## config.mk

```make
export PLATFORM = sky130hd
export DESIGN_NAME = sca_blk_sched
export DESIGN_NICKNAME = d
export VERILOG_FILES = /design/src/rtl/cfeb_sched_pkg.sv /design/src/rtl/blk_fifo.sv /design/src/rtl/sca_blk_sched.sv
export SDC_FILE = /design/constraint.sdc
export NUM_CORES = 1
export LEC_CHECK = 0
export BUFFER_PORTS_ARGS = -buffer_cell sky130_fd_sc_hd__buf_4
export CAP_MARGIN = 0
export CORE_UTILIZATION = 43
export DETAILED_ROUTE_END_ITERATION = 10
export PLACE_DENSITY_LB_ADDON = 0.12
export SKIP_CTS_REPAIR_TIMING = 1
export SYNTH_ARGS = -nofsm -noshare
export SYNTH_HDL_FRONTEND = slang
export SYNTH_SLANG_ARGS = --single-unit
```

## constraint.sdc

```tcl
create_clock -name CLK -period 6 [get_ports CLK]
set_input_delay 1.2 -clock CLK [delete_from_list [all_inputs] [get_ports CLK]]
set_output_delay 1.2 -clock CLK [all_outputs]
set_load 0.05 [all_outputs]
```

## src/rtl/cfeb_sched_pkg.sv

```systemverilog
// Shared state encodings and default widths for the CFEB SCA block scheduler.
package cfeb_sched_pkg;

    localparam int NBLK_DEF   = 16;
    localparam int BLK_W_DEF  = 4;
    localparam int NSAMP_DEF  = 8;
    localparam int SAMP_W_DEF = 3;
    localparam int L1AN_W     = 6;

    typedef enum logic {
        W_IDLE = 1'b0,
        W_CAP  = 1'b1
    } wstate_t;

    typedef enum logic [1:0] {
        R_IDLE = 2'd0,
        R_REQ  = 2'd1,
        R_BUSY = 2'd2,
        R_FREE = 2'd3
    } rstate_t;

endpackage

```

## src/rtl/blk_fifo.sv

```systemverilog
// Show-ahead synchronous FIFO; a pop is judged on the occupancy before any
// same-cycle push, so an entry written this cycle is never consumed.
module blk_fifo #(
    parameter int WIDTH = 4,
    parameter int DEPTH = 16
) (
    input  logic             clk,
    input  logic             rst_n,
    input  logic             push_i,
    input  logic [WIDTH-1:0] din_i,
    input  logic             pop_i,
    output logic [WIDTH-1:0] dout_o,
    output logic             empty_o
);

    localparam int AW = (DEPTH > 1) ? $clog2(DEPTH) : 1;

    logic [WIDTH-1:0] mem_q [DEPTH];
    logic [AW-1:0]    rd_ptr_q;
    logic [AW-1:0]    wr_ptr_q;
    logic [AW:0]      cnt_q;
    logic             pop_ok;
    logic             push_ok;

    function automatic logic [AW-1:0] nextPtr(input logic [AW-1:0] p);
        return (p == AW'(DEPTH - 1)) ? '0 : p + AW'(1);
    endfunction

    assign pop_ok  = pop_i && (cnt_q != '0);
    assign push_ok = push_i && ((cnt_q != (AW+1)'(DEPTH)) || pop_ok);

    always_ff @(posedge clk or negedge rst_n) begin
        if (!rst_n) begin
            rd_ptr_q <= '0;
            wr_ptr_q <= '0;
            cnt_q    <= '0;
        end else begin
            if (pop_ok)  rd_ptr_q <= nextPtr(rd_ptr_q);
            if (push_ok) wr_ptr_q <= nextPtr(wr_ptr_q);
            case ({push_ok, pop_ok})
                2'b10:   cnt_q <= cnt_q + (AW+1)'(1);
                2'b01:   cnt_q <= cnt_q - (AW+1)'(1);
                default: cnt_q <= cnt_q;
            endcase
        end
    end

    always_ff @(posedge clk) begin
        if (push_ok) mem_q[wr_ptr_q] <= din_i;
    end

    assign dout_o  = mem_q[rd_ptr_q];
    assign empty_o = (cnt_q == '0);

endmodule

```

## src/rtl/sca_blk_sched.sv

```systemverilog
// SCA block scheduler: allocates capture blocks on LCT, resolves them on L1A
// and hands matched blocks to the readout sequencer.
module sca_blk_sched
    import cfeb_sched_pkg::*;
#(
    parameter int TMR    = 1,
    parameter int NBLK   = NBLK_DEF,
    parameter int BLK_W  = BLK_W_DEF,
    parameter int NSAMP  = NSAMP_DEF,
    parameter int SAMP_W = SAMP_W_DEF
) (
    input  logic                    CLK,
    input  logic                    RST_B,
    input  logic                    LCT,
    input  logic                    L1A_MATCH,
    input  logic                    L1A_NOMATCH,
    input  logic                    RD_ACK,
    input  logic                    RD_DONE,
    output logic                    WR_EN,
    output logic [BLK_W+SAMP_W-1:0] WADR,
    output logic                    RD_REQ,
    output logic [BLK_W-1:0]        RBLK,
    output logic [L1AN_W-1:0]       RD_L1AN,
    output logic [BLK_W:0]          FREE_CNT,
    output logic                    DATAAVAIL,
    output logic                    OVFL,
    output logic                    L1A_ERR,
    output logic [7:0]              LOST_CNT
);

    localparam int NCOPY = (TMR != 0) ? 3 : 1;
    localparam int RQ_W  = BLK_W + L1AN_W;

    logic [0:0]      wst_q  [NCOPY];
    logic [1:0]      rdst_q [NCOPY];
    logic [NBLK-1:0] mask_q [NCOPY];
    logic [0:0]      wst_v;
    logic [1:0]      rdst_v;
    logic [NBLK-1:0] mask;
    wstate_t         wst, wst_d;
    rstate_t         rdst, rdst_d;
    logic [NBLK-1:0] mask_d;

    logic [BLK_W-1:0]  blk_q, blk_d;
    logic [SAMP_W-1:0] samp_q, samp_d;
    logic              wr_en_q, wr_en_d;
    logic              ovfl_q;
    logic [7:0]        lost_q;
    logic              err_q;
    logic [L1AN_W-1:0] l1an_q;
    logic              rd_req_q, rd_req_d;
    logic [BLK_W-1:0]  rblk_q, rblk_d;
    logic [L1AN_W-1:0] rl1an_q, rl1an_d;
    logic [BLK_W:0]    free_cnt_q, free_cnt_d;

    logic [BLK_W-1:0] low_idx;
    logic             alloc, lost, cap_done;
    logic             pq_pop, pq_empty, rq_push, rq_pop, rq_empty, nm_free;
    logic [BLK_W-1:0] pq_head;
    logic [RQ_W-1:0]  rq_head;

    // Majority vote across the three copies masks a single upset register.
    generate
        if (NCOPY == 3) begin : g_tmr
            assign wst_v  = (wst_q[0] & wst_q[1]) | (wst_q[0] & wst_q[2]) | (wst_q[1] & wst_q[2]);
            assign rdst_v = (rdst_q[0] & rdst_q[1]) | (rdst_q[0] & rdst_q[2]) | (rdst_q[1] & rdst_q[2]);
            assign mask   = (mask_q[0] & mask_q[1]) | (mask_q[0] & mask_q[2]) | (mask_q[1] & mask_q[2]);
        end else begin : g_single
            assign wst_v  = wst_q[0];
            assign rdst_v = rdst_q[0];
            assign mask   = mask_q[0];
        end
    endgenerate

    assign wst  = wstate_t'(wst_v);
    assign rdst = rstate_t'(rdst_v);

    always_comb begin
        low_idx    = '0;
        free_cnt_d = '0;
        for (int i = NBLK - 1; i >= 0; i--) begin
            if (mask[i]) low_idx = BLK_W'(i);
        end
        for (int i = 0; i < NBLK; i++) begin
            free_cnt_d = free_cnt_d + (BLK_W+1)'(mask[i]);
        end
    end

    assign alloc    = LCT && (wst == W_IDLE) && (free_cnt_q != '0);
    assign lost     = LCT && !alloc;
    assign cap_done = (wst == W_CAP) && (samp_q == SAMP_W'(NSAMP - 1));

    // A simultaneous MATCH/NOMATCH resolves as MATCH; the error flag records it.
    assign pq_pop  = (L1A_MATCH || L1A_NOMATCH) && !pq_empty;
    assign rq_push = L1A_MATCH && !pq_empty;
    assign nm_free = L1A_NOMATCH && !L1A_MATCH && !pq_empty;

    blk_fifo #(.WIDTH(BLK_W), .DEPTH(NBLK)) u_pend (
        .clk    (CLK),
        .rst_n  (RST_B),
        .push_i (cap_done),
        .din_i  (blk_q),
        .pop_i  (pq_pop),
        .dout_o (pq_head),
        .empty_o(pq_empty)
    );

    blk_fifo #(.WIDTH(RQ_W), .DEPTH(NBLK)) u_ready (
        .clk    (CLK),
        .rst_n  (RST_B),
        .push_i (rq_push),
        .din_i  ({pq_head, l1an_q}),
        .pop_i  (rq_pop),
        .dout_o (rq_head),
        .empty_o(rq_empty)
    );

    always_comb begin
        wst_d   = wst;
        blk_d   = blk_q;
        samp_d  = samp_q;
        wr_en_d = wr_en_q;
        case (wst)
            W_IDLE: begin
                if (alloc) begin
                    blk_d   = low_idx;
                    samp_d  = '0;
                    wr_en_d = 1'b1;
                    wst_d   = W_CAP;
                end
            end
            W_CAP: begin
                if (cap_done) begin
                    samp_d  = '0;
                    wr_en_d = 1'b0;
                    wst_d   = W_IDLE;
                end else begin
                    samp_d = samp_q + SAMP_W'(1);
                end
            end
            default: wst_d = W_IDLE;
        endcase
    end

    always_comb begin
        rdst_d   = rdst;
        rq_pop   = 1'b0;
        rd_req_d = rd_req_q;
        rblk_d   = rblk_q;
        rl1an_d  = rl1an_q;
        case (rdst)
            R_IDLE: begin
                if (!rq_empty) begin
                    rq_pop   = 1'b1;
                    rblk_d   = rq_head[RQ_W-1:L1AN_W];
                    rl1an_d  = rq_head[L1AN_W-1:0];
                    rd_req_d = 1'b1;
                    rdst_d   = R_REQ;
                end
            end
            R_REQ: begin
                if (RD_ACK) begin
                    rd_req_d = 1'b0;
                    rdst_d   = R_BUSY;
                end
            end
            R_BUSY: begin
                if (RD_DONE) rdst_d = R_FREE;
            end
            default: rdst_d = R_IDLE;
        endcase
    end

    // The three mask updates always target distinct blocks, so all apply.
    always_comb begin
        mask_d = mask;
        if (alloc)          mask_d[low_idx] = 1'b0;
        if (nm_free)        mask_d[pq_head] = 1'b1;
        if (rdst == R_FREE) mask_d[rblk_q]  = 1'b1;
    end

    always_ff @(posedge CLK or negedge RST_B) begin
        if (!RST_B) begin
            for (int k = 0; k < NCOPY; k++) begin
                wst_q[k]  <= W_IDLE;
                rdst_q[k] <= R_IDLE;
                mask_q[k] <= '1;
            end
            blk_q      <= '0;
            samp_q     <= '0;
            wr_en_q    <= 1'b0;
            ovfl_q     <= 1'b0;
            lost_q     <= '0;
            err_q      <= 1'b0;
            l1an_q     <= '0;
            rd_req_q   <= 1'b0;
            rblk_q     <= '0;
            rl1an_q    <= '0;
            free_cnt_q <= (BLK_W+1)'(NBLK);
        end else begin
            for (int k = 0; k < NCOPY; k++) begin
                wst_q[k]  <= wst_d;
                rdst_q[k] <= rdst_d;
                mask_q[k] <= mask_d;
            end
            blk_q      <= blk_d;
            samp_q     <= samp_d;
            wr_en_q    <= wr_en_d;
            rd_req_q   <= rd_req_d;
            rblk_q     <= rblk_d;
            rl1an_q    <= rl1an_d;
            free_cnt_q <= free_cnt_d;
            if (lost) begin
                ovfl_q <= 1'b1;
                if (lost_q != 8'hFF) lost_q <= lost_q + 8'd1;
            end
            if (((L1A_MATCH || L1A_NOMATCH) && pq_empty) || (L1A_MATCH && L1A_NOMATCH)) begin
                err_q <= 1'b1;
            end
            if (rq_push) l1an_q <= l1an_q + L1AN_W'(1);
        end
    end

    assign WR_EN     = wr_en_q;
    assign WADR      = {blk_q, samp_q};
    assign RD_REQ    = rd_req_q;
    assign RBLK      = rblk_q;
    assign RD_L1AN   = rl1an_q;
    assign FREE_CNT  = free_cnt_q;
    assign DATAAVAIL = !rq_empty || (rdst != R_IDLE);
    assign OVFL      = ovfl_q;
    assign L1A_ERR   = err_q;
    assign LOST_CNT  = lost_q;

endmodule

```

# Word level (Yosys, flattened, before mapping)
# Memory sizes are Yosys's and may differ from the RTL's. A register that Yosys moved wholly into a read port is not among the register bits.
# Index checks and enable logic that the tools add are counted.
word_totals:
  ram_bits: 224
  memories: 2
  word_cells: 178
  reg_bits: 75
mem_list:
  columns: ["memory", "depth", "width", "rd", "rd_clocked_by_memory_dff", "write_ports", "line", "text"]
  rows:
  - ["u_ready.mem_q", 16, 10, 1, 1, 1, "blk_fifo.sv:18", "logic [WIDTH-1:0] mem_q [DEPTH];"]
  - ["u_pend.mem_q", 16, 4, 1, 0, 1, "blk_fifo.sv:18", null]
classes:
  bitwise_logic: 12
  reduce_logical: 42
  n_addsub: 26
  order_cmp: 6
  n_mux: 53
  n_eq_ne: 19
op_table:
  columns: ["op", "n"]
  rows:
  - ["two-way mux 4 bit", 20]
  - ["OR 16 bit", 4]
  - ["adder 5 x 1 -> 5 bit", 11]
  - ["two-way mux 16 bit", 3]
  - ["AND 16 bit", 2]
  - ["case mux 5 bit (2 select lines)", 2]
  - ["logical AND 1 bit", 17]
  - ["adder 4 x 1 -> 4 bit (second input constant)", 4]
  - ["== test 4 bit (second input constant)", 4]
  - ["inverter 16 bit", 1]
  - ["less-than comparator 4 x 5 -> 1 bit (second input constant)", 3]
  - ["two-way mux 1 bit", 15]
  - ["nonzero test 5 bit", 3]
  - ["demux 1 bit (select 4 bit)", 3]
  - [">= comparator 4 x 1 -> 1 bit (second input constant)", 3]
  - ["adder 5 x 1 -> 5 bit (second input constant)", 2]
  - ["logical NOT 5 bit", 2]
  - ["!= test 5 bit (second input constant)", 2]
  - ["subtractor 5 x 1 -> 5 bit (second input constant)", 2]
  - ["adder 8 x 1 -> 8 bit (second input constant)", 1]
  - ["== test 2 bit (second input constant)", 4]
  - ["!= test 8 bit (second input constant)", 1]
  - ["AND reduction 2 bit", 4]
  - ["nonzero test 2 bit", 4]
  - ["other kinds (22)", 41]

# Depth between registers and ports, before layout
depth:
  ltp_word: 30
  ltp_mapped: 14
  mapped_depth_nobuf: 14

# Modules after synthesis
# A second synthesis with hierarchy kept.
hier_totals:
  cells_unflattened: 902
  hier_area_um2: 13490.4
by_module_without_submodules:
  columns: ["mod", "area_each_um2", "n_inst", "seq_area_each_um2", "cells_each"]
  rows:
  - ["blk_fifo at u_ready", 7018.0, 1, 5129.9, 384]
  - ["blk_fifo at u_pend", 3347.0, 1, 2247.2, 223]
  - ["sca_blk_sched", 3125.5, 1, 1497.7, 295]

# Worst setup path after synthesis
# No wires, ideal clock.
synth_path:
  path_kind: "reg-to-reg"
  from: "register mask_q[5] (netlist name)"
  to: "register free_cnt_q[4], in the netlist FREE_CNT[4]"
  setup_slack_ns: 2.604
  setup_ns: 0.060
  path_buffers: 0
  synth_period_minus_slack_ns: 3.396
  stages_incl_launch_ff: 12
  arrival_time_ns: 3.336
  path_cell_list: "dfstp_2 inv_1 fa_1 fa_1 fa_1 fa_1 inv_1 ha_1 inv_1 fa_1 nor2b_1 o21a_1"
synth_via:
  elab_chain_cells: 14
synth_rtl:
  columns: ["item", "line", "text"]
  rows:
  - ["from (decl)", "sca_blk_sched.sv:36", "logic [NBLK-1:0] mask_q [NCOPY];"]
  - ["from (signal, indexed assignment)", "sca_blk_sched.sv:204", "mask_q[k] <= mask_d;"]
  - ["AND 16 bit *", "sca_blk_sched.sv:67", "assign mask = (mask_q[0] & mask_q[1]) | (mask_q[0] & mask_q[2]) | (mask_q[1] & mask_q[2]);"]
  - ["OR 16 bit", "sca_blk_sched.sv:67", null]
  - ["OR 16 bit *", "sca_blk_sched.sv:67", null]
  - ["adder 5 x 1 -> 5 bit * (11 in a row)", "sca_blk_sched.sv:85", "free_cnt_d = free_cnt_d + (BLK_W+1)'(mask[i]);"]
  - ["named net free_cnt_d[4]", "sca_blk_sched.sv:54", "logic [BLK_W:0] free_cnt_q, free_cnt_d;"]
  - ["to (signal assigned)", "sca_blk_sched.sv:199", "free_cnt_q <= (BLK_W+1)'(NBLK);"]
  - ["to (signal assigned)", "sca_blk_sched.sv:212", "free_cnt_q <= free_cnt_d;"]
  - ["to (decl)", "sca_blk_sched.sv:54", null]
# Mark *: on every way through the listed nets, which the timed path passes. The rest lies on a longest branch.
# A chain may end at the register's enable or synchronous reset.

# Final worst setup path
# Ends and elaborated chain as after synthesis.

==> qor.txt <==
Final Hold Vio Count - 0
Wirelength, routed - 27500 µm
CP most frequent cell - fa_1
Worst setup EP type - flip-flop
Core area - 30600 µm²
Post-route ant nets - 0
Outcome - complete, no violations
Post-Synthesis Cell Area - 13400 µm²
Net Switching - 3.00 mW
Tcrit/Tclk final - 0.589
Ranking of synthesized cells by area - edfxtp_1, dfrtp_1, mux4_2
Leak Pwr - 5.44 nW
Combinational Power Share - 0.339
Yosys cell types - 61
Placed Cells - 1227
EDFF count, synth - 224
Vias in the first global route - 7463
# setup viols final - 0
Hold WC Path Type - flip-flop to flip-flop
Clk Latency, worst-skew pair - 0.50 ns
Critical path class - flip-flop to flip-flop
Reg-to-reg startpoint - mask_q[5]$_DFF_PN1_
Most frequent cells in the layout - edfxtp_1, dfrtp_1, mux4_2
Leading area contributor after synthesis - edfxtp_1
CTS root buf - clkbuf_16
Fin. max-slew vios - 0
Commonest non-fill, non-tap cell in the layout - edfxtp_1
Setup slack, reg-to-reg - 2.47 ns
Hold_sp - L1A_ERR$_DFFE_PN0P_
CTS clk-pin slew, worst paths - 0.06 ns
First-pass GRT wire length - 42600 µm
Max Clk Rate - 283 MHz
Max stage delay on crit path - 0.55 ns
Sequential area share after synthesis - 0.662
Flop pwr share - 0.425
Sw Ratio - 0.359
WP data required - 6.43 ns
CTS sink count - 309
Initial Util - 0.438
FILL cells - 2567
DRT iter0 DRCs - 457
Final HPWL DP - 18600 µm
Worst ir drop on vdd - 0.221 mV
Post-Synthesis Cells - 811
H-tree depth - 2
Share of the synthesized area in the top cell type - 0.502
RePlAce Congestion - 0.859
Row count - 64
Die Height - 179 µm
Synthesized area per cell - 16.5 µm²
Synth Flop Type - edfxtp_1
Routed len/inst - 21.4 µm
CTS tree - built
PwrDens - 553 nW/µm²
Crit-path cells - inv_1, fa_1, fa_1, fa_1, fa_1, inv_1, ha_1, inv_1, fa_1, nor2b_1, o21a_1
Cell Count, Final, Fillers Out - 1287
Unrepaired setup endpoints after global routing - no
Layout area overhead - 12.9%
Nets - 913
Tightest slew margin relative to the limit - 0.305
Placed inst area - 14100 µm²
Worst slack, placed - 2.28 ns
Crit-path max FO - 4
Setup_tns - 0 ns
Clk pwr share - 0.237
Crit path DAT - 3.96 ns
Via count - 7137
Max cap viols - 0
CP top delay family - adder cells
Ports - 42
Largest net degree at the start of global routing - 55
Slowest CP cell - dfstp_2
Final instance area - 15100 µm²
Crit path from - mask_q[5]$_DFF_PN1_
Global route overflow - 0
Die Area - 31900 µm²
Clk_skew - 0.0129 ns
DRC Markers - 0
TritonRoute pass-1 iters - 5
Syn nets - 857
Die X - 179 µm
Number of CTS-inserted buffers - 34
Port buffer count - 41
Synthesis Warnings - 0
Post-route minimum period - 3.53 ns
N_diodes - 0
Crit path buf inv count - 3
Final core utilization - 0.495
Int Power - 5.37 mW
Total track usage - 0.179
Worst Setup Start Kind - flip-flop
Final Worst Setup Slack - 2.47 ns
Slew @ Worst Pin - 1.04 ns
Fin Hold WS - 0.475 ns
Share of layout cells above drive strength 1 - 0.233
Ys async rst share - 0.275
Via density per instance - 5.55
Seq cells post-synth - 309
Final total power - 8.37 mW
Clk buf depth - 3
Initial antenna violation count - 0
-- power by group through the flow --
stage | clock network (mW) | registers, mW | logic, mW
floorplan | 0 | 3.59 | 2.00
global placement | 0 | 3.57 | 2.79
detailed placement | 0 | 3.61 | 2.87
CTS | 2.04 | 3.57 | 2.88
global route | 2.11 | 3.64 | 3.10
finish | 1.98 | 3.55 | 2.83
-- synthesized netlist by cell type, types with 6 or more instances --
cell and n:
a21oi_1 19, and2_1 14, clkbuf_1 14, dfrtp_1 68, dfstp_2 17, edfxtp_1 224, fa_1 12, ha_1 27
inv_1 40, mux2_2 19, mux2i_1 8, mux4_1 7, mux4_2 58, nand2_1 53, nand2b_1 8, nand3_1 10
nand4_1 7, nor2_1 36, nor2b_1 7, nor3_1 6, o21ai_0 34, o221ai_1 15, o31ai_1 11, or2_2 6
xnor2_1 19, xor2_1 9
-- flip-flops by register name, indices dropped and copies added (netlist names), 6 cells and up --
name	count
LOST_CNT	8
l1an_q	6
mask_q	16
u_pend.mem_q	64
u_ready.mem_q	160
RD_L1AN	6
-- metal layers --
metal  global-route usage  wire length, µm  share of wire  vias up
li1                     -                -              -     3220
met1                0.263            13000           0.47     3731
met2                0.277            12900           0.47      155
met3               0.0318             1220          0.044       31
met4               0.0410              382          0.014        0
met5                    0                0              0        -
-- kinds of logic after synthesis --
kind of cell             Yosys count  share of synthesized area
adder cells (fa/ha/maj)           40                     0.0439
AND/OR/NAND/NOR                  170                     0.0646
XOR/XNOR                          28                     0.0183
AO/OA/AOI/OAI                    101                     0.0489
multiplexers                      93                      0.135
buffers and inverters             70                     0.0269
flip-flops                       309                      0.662
-- cell type report --
class                      count  area, µm²  area share
sequential                   309       8880       0.587
multi-input combinational    432       4170       0.276
clock buffer                  43        926      0.0612
tap                          396        495      0.0328
timing repair buffer          50        375      0.0248
inverter                      40        150     0.00992
clock inverter                17        134     0.00885
-- final timing paths --
kind | end | cells past startpoint
min in group asynchronous | RD_L1AN[4]$_DFFE_PN0P_ | 1
setup / recovery | FREE_CNT[4]$_DFF_PN1_ | 11
setup reg to reg | FREE_CNT[4]$_DFF_PN1_ | 11
max in group asynchronous | u_pend.cnt_q[2]$_DFFE_PN0P_ | 2
hold reg to reg | L1A_ERR$_DFFE_PN0P_ | 1
hold / removal | L1A_ERR$_DFFE_PN0P_ | 1
Note: power is estimated with default switching activity, not from simulation.
